`src/rtl/mid_cmp_seq.sv`:
```
// mid_cmp_seq: fault-simulation mid section. It holds one registered pattern
// that drives a fault-injected CUT and a fault-free CUT, and compares their
// registered outputs. It walks the fault list, applying PATS_PER_FAULT
// patterns to each fault, and reports per-fault detection and coverage counts.
// Build option: define MID_FAULT_DROP_EN to enable fault dropping. With it,
// a fault stops receiving patterns as soon as it is detected.
//
// state | meaning
// IDLE  | waiting for start
// APPLY | accepting patterns for the active fault
// DRAIN | two cycles letting in-flight patterns reach the comparator
// NEXT  | report the finished fault, then advance the list or finish
// DONE  | campaign complete, counts held until start or rst

// Fault-free CUT: small combinational function of the pattern.
module cut_ref #(
  parameter int IN_BITS  = 5,
  parameter int OUT_BITS = 2
) (
  input  logic [IN_BITS-1:0]  cut_in,
  output logic [OUT_BITS-1:0] cut_out
);
  assign cut_out = OUT_BITS'(cut_in ^ (cut_in >> 1));
endmodule

// Fault-injected CUT. Fault k flips output bit 0 only for the pattern
// {1, k}. Its fault list index is advanced by fil_inc and restarted by fil_rst.
module cut_faulty #(
  parameter int IN_BITS    = 5,
  parameter int OUT_BITS   = 2,
  parameter int NUM_FAULTS = 3
) (
  input  logic                clk,
  input  logic                fil_rst,
  input  logic                fil_inc,
  output logic                fil_end,
  input  logic [IN_BITS-1:0]  cut_in,
  output logic [OUT_BITS-1:0] cut_out
);
  localparam int FI_W = (NUM_FAULTS > 1) ? $clog2(NUM_FAULTS) : 1;
  localparam int TW   = IN_BITS - 1;

  logic [FI_W-1:0]     fidx_q;
  logic [OUT_BITS-1:0] good;
  logic                trig;

  cut_ref #(.IN_BITS(IN_BITS), .OUT_BITS(OUT_BITS)) u_good (.cut_in(cut_in), .cut_out(good));

  assign fil_end = (fidx_q == FI_W'(NUM_FAULTS - 1));
  assign trig    = cut_in[IN_BITS-1] && (cut_in[TW-1:0] == TW'(fidx_q));
  assign cut_out = good ^ OUT_BITS'(trig);

  // Fault list pointer: restart on fil_rst, step on fil_inc, stop at last fault.
  always_ff @(posedge clk) begin
    if (fil_rst)                  fidx_q <= '0;
    else if (fil_inc && !fil_end) fidx_q <= fidx_q + FI_W'(1);
  end
endmodule

module mid_cmp_seq #(
  parameter int IN_BITS        = 5,
  parameter int OUT_BITS       = 2,
  parameter int PATS_PER_FAULT = 16,
  parameter int FCNT_W         = 16,
  parameter int NUM_FAULTS     = 3
) (
  input  logic                clk,
  input  logic                rst,
  input  logic                start,
  input  logic [IN_BITS-1:0]  TEST_IP,
  input  logic                pat_valid,
  output logic                pat_ready,
  output logic [OUT_BITS-1:0] CUT_OP,
  output logic [OUT_BITS-1:0] FF_OP,
  output logic                mismatch,
  output logic                rpt_valid,
  output logic [FCNT_W-1:0]   rpt_fault,
  output logic                rpt_det,
  output logic [FCNT_W-1:0]   fault_cnt,
  output logic [FCNT_W-1:0]   det_cnt,
  output logic                busy,
  output logic                done
);
  localparam int PC_W = (PATS_PER_FAULT > 1) ? $clog2(PATS_PER_FAULT) : 1;

  typedef enum logic [2:0] {IDLE, APPLY, DRAIN, NEXT, DONE} state_t;

  state_t              state_q, state_d;
  logic [IN_BITS-1:0]  in_reg_q;
  logic [OUT_BITS-1:0] cut_op_q, ff_op_q, cf_out, cr_out;
  logic [PC_W-1:0]     pat_cnt_q;
  logic [FCNT_W-1:0]   fault_idx_q, fault_cnt_q, det_cnt_q;
  logic                det_flag_q, drain_q, vld1_q, vld2_q;
  logic                start_acc, hs, last_pat, fil_rst, fil_inc, fil_end, det_now;

  cut_faulty #(.IN_BITS(IN_BITS), .OUT_BITS(OUT_BITS), .NUM_FAULTS(NUM_FAULTS)) u_cut_faulty (
    .clk(clk), .fil_rst(fil_rst), .fil_inc(fil_inc), .fil_end(fil_end),
    .cut_in(in_reg_q), .cut_out(cf_out)
  );
  cut_ref #(.IN_BITS(IN_BITS), .OUT_BITS(OUT_BITS)) u_cut_ref (.cut_in(in_reg_q), .cut_out(cr_out));

  assign start_acc = start && (state_q == IDLE || state_q == DONE);
  assign fil_rst   = rst || start_acc;
  assign last_pat  = (pat_cnt_q == PC_W'(PATS_PER_FAULT - 1));
  assign mismatch  = vld2_q && (cut_op_q != ff_op_q);
  assign det_now   = det_flag_q || mismatch;
  assign CUT_OP    = cut_op_q;
  assign FF_OP     = ff_op_q;
  assign fault_cnt = fault_cnt_q;
  assign det_cnt   = det_cnt_q;
  assign busy      = (state_q == APPLY) || (state_q == DRAIN) || (state_q == NEXT);
  assign done      = (state_q == DONE);

  // Next-state and per-cycle strobes.
  always_comb begin
    state_d   = state_q;
    pat_ready = 1'b0;
    rpt_valid = 1'b0;
    rpt_fault = '0;
    rpt_det   = 1'b0;
    fil_inc   = 1'b0;
    unique case (state_q)
      IDLE, DONE: if (start) state_d = APPLY;
      APPLY: begin
        pat_ready = 1'b1;
`ifdef MID_FAULT_DROP_EN
        if (det_now) begin
          pat_ready = 1'b0;
          state_d   = DRAIN;
        end else if (pat_valid && last_pat) begin
          state_d = DRAIN;
        end
`else
        if (pat_valid && last_pat) state_d = DRAIN;
`endif
      end
      DRAIN: if (drain_q) state_d = NEXT;
      NEXT: begin
        rpt_valid = 1'b1;
        rpt_fault = fault_idx_q;
        rpt_det   = det_now;
        if (fil_end) begin
          state_d = DONE;
        end else begin
          fil_inc = 1'b1;
          state_d = APPLY;
        end
      end
      default: state_d = IDLE;
    endcase
    hs = pat_valid && pat_ready;
  end

  // State, pattern pipeline, detection flag and coverage counters.
  always_ff @(posedge clk) begin
    if (rst) begin
      state_q     <= IDLE;
      in_reg_q    <= '0;
      cut_op_q    <= '0;
      ff_op_q     <= '0;
      vld1_q      <= 1'b0;
      vld2_q      <= 1'b0;
      drain_q     <= 1'b0;
      pat_cnt_q   <= '0;
      fault_idx_q <= '0;
      fault_cnt_q <= '0;
      det_cnt_q   <= '0;
      det_flag_q  <= 1'b0;
    end else begin
      state_q <= state_d;
      vld1_q  <= hs;
      vld2_q  <= vld1_q;
      drain_q <= (state_q == DRAIN) && !drain_q;
      if (hs) in_reg_q <= TEST_IP;
      if (vld1_q) begin
        cut_op_q <= cf_out;
        ff_op_q  <= cr_out;
      end
      if (start_acc) begin
        pat_cnt_q   <= '0;
        fault_idx_q <= '0;
        fault_cnt_q <= '0;
        det_cnt_q   <= '0;
        det_flag_q  <= 1'b0;
      end else begin
        if (hs)       pat_cnt_q  <= pat_cnt_q + PC_W'(1);
        if (mismatch) det_flag_q <= 1'b1;
        if (state_q == NEXT) begin
          if (fault_cnt_q != '1)          fault_cnt_q <= fault_cnt_q + FCNT_W'(1);
          if (det_now && det_cnt_q != '1) det_cnt_q   <= det_cnt_q + FCNT_W'(1);
          if (!fil_end) begin
            fault_idx_q <= fault_idx_q + FCNT_W'(1);
            pat_cnt_q   <= '0;
            det_flag_q  <= 1'b0;
          end
        end
      end
    end
  end
endmodule

```
`config.mk`:
```
export PLATFORM = sky130hd
export DESIGN_NAME = mid_cmp_seq
export DESIGN_NICKNAME = d
export VERILOG_FILES = /design/src/rtl/mid_cmp_seq.sv
export SDC_FILE = /design/constraint.sdc
export NUM_CORES = 1
export LEC_CHECK = 0
export ABC_AREA = 1
export CAP_MARGIN = 15
export CORE_MARGIN = 2
export CORE_UTILIZATION = 53
export CTS_CLUSTER_DIAMETER = 200
export CTS_CLUSTER_SIZE = 30
export DETAILED_ROUTE_END_ITERATION = 10
export PLACE_DENSITY = 0.86
export SETUP_SLACK_MARGIN = 0.2
export SLEW_MARGIN = 20
export SYNTH_ARGS = -nofsm -noshare
export SYNTH_HDL_FRONTEND = slang
export SYNTH_SLANG_ARGS = --single-unit
```
`constraint.sdc`:
```
create_clock -name clk -period 2.1 [get_ports clk]
set_clock_uncertainty 0.05 [all_clocks]
set_input_delay 0.21 -clock clk [delete_from_list [all_inputs] [get_ports clk]]
set_output_delay 0.21 -clock clk [all_outputs]
set_load 0.01 [all_outputs]
```
==> impl_results.md <==
* Final Hold Vio Count at 0
* Yosys cell types at 33
* Synth Net Count at 583
* CP Capture Type: output pin
* WS Path Type: register to output pin
* Worst Hold Margin at 393 ps
* CTS root buffer: clkbuf_8
* Ant diodes at 0
* CTS Buf Count at 9
* Syn_area_per_cell at 6.57 µm²
* Aggregate global routing overflow at 0
* Initial antenna violation count at 0
* EDFF count, synth at 0
* Worst-Skew Late Latency at 340 ps
* Storage element area at 1390 µm²
* Maximum VDD drop at 0.541 mV
* Max cap viols at 0
* Commonest cells after routing, fill and taps aside: 138 x nand2_1, 96 x nor2_1, 67 x dfxtp_1, 67 x inv_1, 46 x clkdlybuf4s50_1
* Die area at 7740 µm²
* GR Util All Layers at 23.8%
* Synth top area share at 37.0%
* Critical path arrival at 1560 ps
* Outcome: finished, final reports clean
* Die Y at 88.0 µm
* Worst hold path type: primary input to register
* Initial drt markers at 189
* Placed Cells at 730
* Worst-Margin Slew at 385 ps
* Fraction of layout instances using a drive strength above 1 at 10.1%
* Number of global-route vias before repair at 3,477
* Hold-fix buffers, CTS at 0
* Leading area contributor after synthesis: dfxtp_1
* Area of the multi-input gates at 2060 µm²
* Reg clk slew, reported paths at 70 ps
* Clk sinks at 69
* Number of routed nets with antenna violations at 0
* Post-DP Area at 4530 µm²
* Area contributors post-synth: dfxtp_1 37%, nand2_1 14%, nor2_1 9.8%, inv_1 6.7%, nand3_1 5.6%
* Rel. slew slack at 74.3%
* F_max at 0.550 GHz
* WL final at 8.91 mm
* Fin crit share at 86.5%
* Main synth FF type: dfxtp_1
* Rows at 30
* CP Max Fanout at 7
* First-pass GRT wire length at 14.8 mm
* Final instance area at 4770 µm²
* Setup WS pre-CTS at 292 ps
* Area delta synth->final at 27.6%
* PnR Total Power at 3.24 mW
* Sequential share of the synthesized area at 37.0%
* LEAKAGE at 1.86 nW
* Largest net degree at the start of global routing at 23
* Drt drc at 0
* TNS Setup at 0 ps
* Layout filler cell count at 556
* Cell Count, Final, Fillers Out at 748
* Vias/cell at 5.18
* Max Buffers Root-to-Sink at 2
* Detailed placement HPWL at 6.42 mm
* Ys async rst share at 0%
* Yosys warns at 0
* Number of port buffers at 66
* Initial cell density of the core at 55.0%
* Synth Register Bits at 69
* Max H-tree Level at 3
* Finished Core Util at 70.2%
* Routed via count at 3,874
* Die width at 88.0 µm
* Fin crit period at 1820 ps
* Final setup violation count at 0
* Nets at 661
* Power per Cell Area at 680 nW/µm²
* DRT Pass-1 Iters at 5
* Req. time, crit path at 1840 ps
* Cells after Synth at 569
* CTS tree: built
* Max Slew Vio Count at 0
* Placer Congestion at 0.907
* CP startpoint kind: register
* Commonest non-fill, non-tap cell in the layout: nand2_1
* Core area at 6790 µm²
* Boundary Pins at 67
* Routed len/inst at 11.9 µm
* RSZ-0062 raised after global routing: no
* Worst setup margin at 283 ps
* Post-synthesis cell area at 3740 µm²
layer usage:
metal	global-route usage, %	part of all wire, %	vias to the layer above
met5	0	0	-
met4	10.6	1.6	0
met3	3.20	5.3	14
met2	42.1	50	109
met1	28.5	43	1783
li1	-	-	1968
report_power, final:
part / switching [mW] / total [mW] / internal [mW]
Sequential: 0.0628 / 1.44 / 1.38
Clock: 0.491 / 1.14 / 0.645
Combinational: 0.411 / 0.665 / 0.254
Total: 0.964 / 3.24 / 2.28
worst paths after layout:
| kind | from | end | slack, ps | cells past startpoint |
|---|---|---|---|---|
| worst min-delay path | TEST_IP[3] | in_reg_q[3]$_SDFFE_PP0P_ | 390 | 3 |
| worst min register to register | det_flag_q$_SDFF_PP0_ | det_flag_q$_SDFF_PP0_ | 410 | 2 |
| worst max-delay path | state_q[0]$_SDFFE_PP0P_ | rpt_fault[8] | 280 | 6 |
| worst max register to register | fault_cnt[0]$_SDFFE_PP0P_ | fault_cnt[12]$_SDFFE_PP0P_ | 330 | 9 |
synth_stat cells, types with 2 or more instances:
cell type	count
a21oi_1	36
a21oi_2	7
a31oi_1	3
buf_2	4
clkbuf_1	5
dfxtp_1	69
ha_1	5
inv_1	67
inv_2	4
nand2_1	141
nand2_2	5
nand3_1	42
nand4_1	13
nor2_1	98
nor2_2	2
nor2_4	6
nor3_1	11
o21ai_0	25
xnor2_1	6
xor2_1	7
flip-flops by register name, indices dropped and copies added (netlist names):
register             count
fault_cnt               16
u_cut_faulty.fidx_q      2
det_cnt                 16
pat_cnt_q                4
state_q                  3
drain_q                  1
in_reg_q                 5
det_flag_q               1
vld1_q                   1
vld2_q                   1
FF_OP                    1
fault_idx_q             16
CUT_OP                   2
cells by family after synthesis:
group / count (synthesis) / share of synthesized area, %
compound gates: 76 / 11.5
xor+xnor: 13 / 3.05
fa+ha+maj: 5 / 1.67
buf+inv: 83 / 9.01
flops: 69 / 37.0
simple gates: 323 / 37.8
worst max-delay path, cell delays in order (launching register included):
cell	delay [ps]
dfxtp_4	370
inv_1	70
nor2_2	140
nand2_2	90
buf_4	170
nor2_1	100
dlygate4sd2_1	280
area by class of cell:
type	count	share of cell area [%]
Multi-Input combinational cell	418	43.2
Sequential cell	69	29.1
Timing Repair Buffer	77	15.1
Inverter	72	5.67
Clock buffer	13	3.54
Tap cell	96	2.52
Clock inverter	3	0.892
timing repair:
item | in CTS | in global routing
pin swaps | 0 | 1
endpoints found under the setup margin | 20 | 34
buffers inserted | 1 | 0
gates resized for setup | 22 | 17
cloned | 0 | 1
No activity file was read; power rests on OpenSTA's default activity.
==> patch 1 (same flow settings) <==
Build with the macro `MID_FAULT_DROP_EN` defined.
--- a/src/rtl/mid_cmp_seq.sv
+++ b/src/rtl/mid_cmp_seq.sv
@@ -13,6 +13,8 @@
 // DONE  | campaign complete, counts held until start or rst
 
 // Fault-free CUT: small combinational function of the pattern.
+`define MID_FAULT_DROP_EN
+
 module cut_ref #(
   parameter int IN_BITS  = 5,
   parameter int OUT_BITS = 2
Check against the original RTL: not equivalent (a bounded check fails within 4 cycles, from zero or initial values and one cycle with rst high).
==> patch 1 against the unedited design <==
Sequential share of layout area is 0.59 points lower; global-route usage is 1.1 points lower; area after synthesis is 5.7% higher; worst hold slack worse by 0.016 ns; routed wire length is 3.4% higher; sequential cell count stayed put; combinational power is 11% higher; largest power group unchanged; design area is 1.9% higher; worst setup slack worse by 0.035 ns; total power is 3.0% lower; critical path type unchanged; cell count is 2.8% higher.
==> patch 1: results (changes against the unedited design) <==
.. list-table::
   :header-rows: 1

   * - Metric
     - Value
   * - Count of buffers inserted at the top-level ports
     - 66 (unchanged)
   * - Number of antenna violations at the first check in global routing
     - 0 (unchanged)
   * - Worst voltage drop across the vdd grid
     - 0.0004696 V (was 0.0005408 V)
   * - Worst Max-Slew Pin Slew
     - 0.4985 ns (was 0.3852 ns)
   * - Path type of the worst min-delay path
     - reg2reg (was in2reg)
   * - HPWL Detailed
     - 6723 um (was 6421 um)
   * - Number of vias in the routed layout
     - 3982 (was 3874)
   * - Total Routed Length
     - 9209 um (was 8905 um)
   * - Wire length of the first global-routing pass
     - 15670 um (was 14770 um)
   * - Number of optimization iterations in the first detailed-route pass
     - 5 (unchanged)
   * - Leakage power total
     - 1.789 nW (was 1.860 nW)
   * - RePlAce Congestion
     - 0.9215 (was 0.9071)
   * - Dominant synthesized flop cell
     - sky130_fd_sc_hd__dfxtp_1 (unchanged)
   * - Initial detailed-routing violation count
     - 145 (was 189)
   * - # fillers
     - 662 (was 556)
   * - Vias in the first global route
     - 3671 (was 3477)
   * - Number of buffers created by CTS
     - 9 (unchanged)
   * - Ys async rst share
     - 0% (unchanged)
   * - Overall Global Routing Usage
     - 22.68% (was 23.76%)
   * - Biggest fanout along the worst timing path
     - 4 (was 7)
   * - Dominant cells by area after synthesis
     - sky130_fd_sc_hd__dfxtp_1, sky130_fd_sc_hd__nand2_1, sky130_fd_sc_hd__nor2_1, sky130_fd_sc_hd__inv_1, sky130_fd_sc_hd__a21oi_1 (was sky130_fd_sc_hd__dfxtp_1, sky130_fd_sc_hd__nand2_1, sky130_fd_sc_hd__nor2_1, sky130_fd_sc_hd__inv_1, sky130_fd_sc_hd__nand3_1)
   * - Final hold violation count
     - 0 (unchanged)
   * - CTS HTree Levels
     - 3 (unchanged)
   * - Total of warnings raised by yosys
     - 0 (unchanged)
   * - Syn nets
     - 614 (was 583)
   * - Net switching share of the total power
     - 31.93% (was 29.73%)
   * - # nets final
     - 681 (was 661)
   * - Result of the run
     - finished clean (unchanged)
   * - Sequential share of the synthesized area
     - 34.96% (was 36.96%)
   * - Layout cell share with drive strength beyond 1
     - 9.403% (was 10.12%)
   * - Number of buffers on the longest clock path
     - 2 (unchanged)
   * - Cell at the root of the clock tree
     - sky130_fd_sc_hd__clkbuf_8 (unchanged)
   * - Clock latency on the worst-skew pair
     - approximately 0.33 ns
   * - Distinct cell type count after synthesis
     - 31 (was 33)
   * - Antenna fix cells
     - 0 (unchanged)
   * - Crit path DAT
     - 1.59 ns (was 1.56 ns)
   * - CTS clock-pin slew for the worst setup and hold paths
     - 0.07 ns (about the same)
   * - Most numerous cell types in the synthesized netlist
     - sky130_fd_sc_hd__nand2_1, sky130_fd_sc_hd__nor2_1, sky130_fd_sc_hd__dfxtp_1 (unchanged)
   * - Maximum number of pins on one net before global-route repair
     - 26 (was 23)
[patch 1: cell count changes after synthesis, sizes merged, moves of 2 or more]
cell and change:
nand2 +49, a21oi +13, buf +8, xnor2 +2, nor2 -6, nor3 -6, nand3 -17, inv -5
a31oi -2, clkbuf -3
[patch 1: worst paths after layout]
kind	end	slack (ns)	depth (start not counted)	from
min	drain_q$_SDFF_PP0_	0.38	1	drain_q$_SDFF_PP0_
max reg2reg	fault_cnt[15]$_SDFFE_PP0P_	0.34	9	fault_cnt[0]$_SDFFE_PP0P_
max	mismatch	0.25	5	CUT_OP[0]$_SDFFE_PP0P_
min reg2reg	drain_q$_SDFF_PP0_	0.38	1	drain_q$_SDFF_PP0_
[patch 1: what timing repair did]
action	in CTS	in global routing
pin swaps	2	0
setup endpoints to repair	20	3
endpoints found under the hold margin	0	0
resized for setup	22	3
setup buffers	2	0
[patch 1: power groups by stage]
stage	clock network, W	registers, W	logic, W
after global placement	0	0.00147	0.000705
after detailed placement	0	0.00147	0.000726
after CTS	0.000963	0.00145	0.000733
after global routing	0.00102	0.00147	0.000827
final	0.000947	0.00146	0.000740
after floorplan	0	0.00146	0.000517
[patch 1: layout make-up]
type | instances | share of cell area, %
multi-input combinational | 449 | 45.73
sequential | 69 | 28.48
timing repair buffer | 72 | 14.57
inverter | 66 | 5.252
clock buffer | 13 | 3.270
tap | 99 | 2.549
clock inverter | 1 | 0.1545
[patch 1: per-stage QoR]
stage               setup WS (ns)  cell area, um^2  cells  total power (W)  hold WS [ns]
floorplan                  0.4851             3951    600         0.001978        0.3045
global placement           0.3202             4676    753         0.002173        0.3607
detailed placement         0.2674             4676    753         0.002197        0.3646
CTS                        0.2032             4845    769         0.003148        0.3739
global route               0.1631             4860    769         0.003314        0.3945
finish                     0.2474             4860    769         0.003146        0.3769
[patch 1: metal layers]
layer	GRT usage, %	wire length (um)
met1	27.13	3982
met2	39.91	4584
met3	4.591	502
met4	8.846	140
met5	0	0
[patch 1: cell families after synthesis]
logic type / after synthesis / share of synthesized area [%]
AND/OR/NAND/NOR: 342 / 38.19
AO/OA/AOI/OAI: 86 / 12.41
buffers and inverters: 82 / 9.310
flip-flops: 69 / 34.96
XOR/XNOR: 16 / 3.547
adder cells (fa/ha/maj): 5 / 1.583
[patch 1: critical path: stages (launching register included)]
cell and delay (ns):
sky130_fd_sc_hd__dfxtp_1 0.36, sky130_fd_sc_hd__inv_1 0.07, sky130_fd_sc_hd__nand2_1 0.10, sky130_fd_sc_hd__nand3_4 0.11, sky130_fd_sc_hd__inv_1 0.09, sky130_fd_sc_hd__clkdlybuf4s50_1 0.53
==> patch 2 (same settings) <==
Without the edit above. Put one more register stage on the output `fault_cnt`, with the module's reset. The value now appears one clock later. The other outputs are not delayed to match.
--- a/src/rtl/mid_cmp_seq.sv
+++ b/src/rtl/mid_cmp_seq.sv
@@ -106,7 +106,13 @@
   assign det_now   = det_flag_q || mismatch;
   assign CUT_OP    = cut_op_q;
   assign FF_OP     = ff_op_q;
-  assign fault_cnt = fault_cnt_q;
+  always_ff @(posedge clk) begin
+    if (rst) begin
+      fault_cnt <= '0;
+    end else begin
+      fault_cnt <= fault_cnt_q;
+    end
+  end
   assign det_cnt   = det_cnt_q;
   assign busy      = (state_q == APPLY) || (state_q == DRAIN) || (state_q == NEXT);
   assign done      = (state_q == DONE);
Check against the original RTL: same outputs for any inputs over 10 cycles, from zero or initial values and one cycle with rst high; that may be too few to reach the edited logic, so the function may still have changed.
==> patch 2 against the unedited design <==
Area after synthesis up 11%; design area up 9.4%; global-route usage down 0.19 points; cell count up 7.5%; combinational power up 28%; worst setup slack worse by 0.010 ns; routed wire length up 9.6%; critical endpoint is now rpt_det; sequential cell count up 16; via count up 7.5%; total power up 22%; sequential share of layout area up 3.7 points; core utilization down 1.9 points; die area up 10%.
==> patch 2: results (changes against the unedited design) <==
.. list-table::
   :header-rows: 1

   * - Metric
     - Value
   * - Overall Global Routing Usage
     - 23.57% (was 23.76%)
   * - Sequential share of the synthesized area
     - 41.11% (was 36.96%)
   * - Cell count after synthesis
     - 620 (was 569)
   * - RePlAce Congestion
     - 0.8966 (was 0.9071)
   * - HPWL Detailed
     - 6950 um (was 6421 um)
   * - Reg2reg start
     - fault_cnt_q[1]$_SDFFE_PP0P_ (was fault_cnt[0]$_SDFFE_PP0P_)
   * - Non-Clock Buffer Area Fraction
     - 14.29% (was 15.08%)
   * - CTS clock-pin slew for the worst setup and hold paths
     - 0.09 ns (was 0.07 ns)
   * - Depth of the worst register-to-register path
     - 7 (was 9)
   * - Total area of sequential cells
     - 1712 um^2 (was 1386 um^2)
   * - Biggest fanout along the worst timing path
     - 17 (was 7)
   * - Path type of the worst min-delay path
     - reg2reg (was in2reg)
   * - Placed instance area
     - 4926 um^2 (was 4527 um^2)
   * - Nonclk buf count
     - 78 (was 77)
   * - Grt met1 use
     - 28.93% (was 28.53%)
   * - Met3 usage in global routing
     - 4.394% (was 3.205%)
   * - Count of non-CTS inverters in the layout
     - 85 (was 72)
   * - Final cell count without fillers
     - 804 (was 748)
   * - Net Switching
     - 0.001205 W (was 0.0009644 W)
   * - Vias in the first global route
     - 3895 (was 3477)
   * - Layout cell share with drive strength beyond 1
     - 7.692% (was 10.12%)
   * - Most numerous cell types in the synthesized netlist
     - sky130_fd_sc_hd__nand2_1, sky130_fd_sc_hd__nor2_1, sky130_fd_sc_hd__dfxtp_1 (unchanged)
   * - Total number of multi-input combinational cells
     - 438 (was 418)
   * - Power share of the combinational group
     - 21.6% (was 20.5%)
   * - Dominant cells by area after synthesis
     - sky130_fd_sc_hd__dfxtp_1, sky130_fd_sc_hd__nand2_1, sky130_fd_sc_hd__nor2_1, sky130_fd_sc_hd__inv_1, sky130_fd_sc_hd__a21oi_1 (was sky130_fd_sc_hd__dfxtp_1, sky130_fd_sc_hd__nand2_1, sky130_fd_sc_hd__nor2_1, sky130_fd_sc_hd__inv_1, sky130_fd_sc_hd__nand3_1)
   * - Routed wire per std cell
     - 12.14 um (was 11.91 um)
   * - Worst Setup EP
     - rpt_det (was rpt_fault[8])
   * - Worst voltage drop across the vdd grid
     - 0.0003859 V (was 0.0005408 V)
   * - Net switching share of the total power
     - 30.49% (was 29.73%)
   * - Distinct cell type count after synthesis
     - 35 (was 33)
   * - Leakage power total
     - 2.040 nW (was 1.860 nW)
   * - Clock-cell share of area
     - 4.482% (was 4.433%)
   * - Result of the run
     - finished clean (unchanged)
   * - Maximum number of pins on one net before global-route repair
     - 27 (was 23)
   * - Total length of routed met2 wires
     - 4696 um (was 4463 um)
   * - # fillers
     - 645 (was 556)
   * - Met1 routed wirelength after detailed routing
     - 4284 um (was 3824 um)
   * - Syn nets
     - 634 (was 583)
   * - Met2 global-route usage
     - 41.06% (was 42.08%)
   * - Worst R2R End
     - fault_cnt_q[3]$_SDFFE_PP0P_ (was fault_cnt[12]$_SDFFE_PP0P_)
   * - Clock group share of total power
     - 33.6% (was 35.0%)
## patch 2: changes by cell type in the layout (fill, tap and decap cells not counted), sizes merged, moves of 3 or more
cell,unedited run,this run
nor2,106,118
o21ai,28,31
clkbuf,16,11
inv,71,83
xnor2,6,2
nand3,43,40
nand2,147,151
dfxtp,69,85
dlygate4sd2,14,18
## patch 2: timing repair
item,in CTS,in global routing
endpoints found under the setup margin,21,26
gates cloned,0,1
pin swaps,1,1
setup buffers,1,2
resized for setup,21,12
## patch 2: cell families after synthesis
family	synth area share [%]
AOI/OAI and AO/OA	10.37
xor gates and xnor gates	2.328
adders and majority gates	1.511
buffers and inverters	9.341
DFF	41.11
and+or+nand+nor	35.34
## patch 2: per-stage QoR
step	setup slack (ns)	hold slack (ns)
6_report	0.2725	0.4062
5_1_grt	0.1967	0.4237
4_1_cts	0.2037	0.4005
3_5_place_dp	0.1889	0.3943
3_3_place_gp	0.2424	0.3884
2_1_floorplan	0.4072	0.2949
## patch 2: how the worst min path moves through the flow
stage / slack [ns] / endpoint / startpoint / cells past startpoint
after global placement: 0.39 / u_cut_faulty.fidx_q[0]$_SDFFE_PP0P_ / u_cut_faulty.fidx_q[0]$_SDFFE_PP0P_ / 1
after global routing: 0.42 / in_reg_q[0]$_SDFFE_PP0P_ / TEST_IP[0] / 3
after floorplan: 0.29 / in_reg_q[3]$_SDFFE_PP0P_ / TEST_IP[3] / 2
after CTS: 0.40 / in_reg_q[0]$_SDFFE_PP0P_ / TEST_IP[0] / 3
after detailed placement: 0.39 / u_cut_faulty.fidx_q[0]$_SDFFE_PP0P_ / u_cut_faulty.fidx_q[0]$_SDFFE_PP0P_ / 1
final: 0.41 / u_cut_faulty.fidx_q[0]$_SDFFE_PP0P_ / u_cut_faulty.fidx_q[0]$_SDFFE_PP0P_ / 1
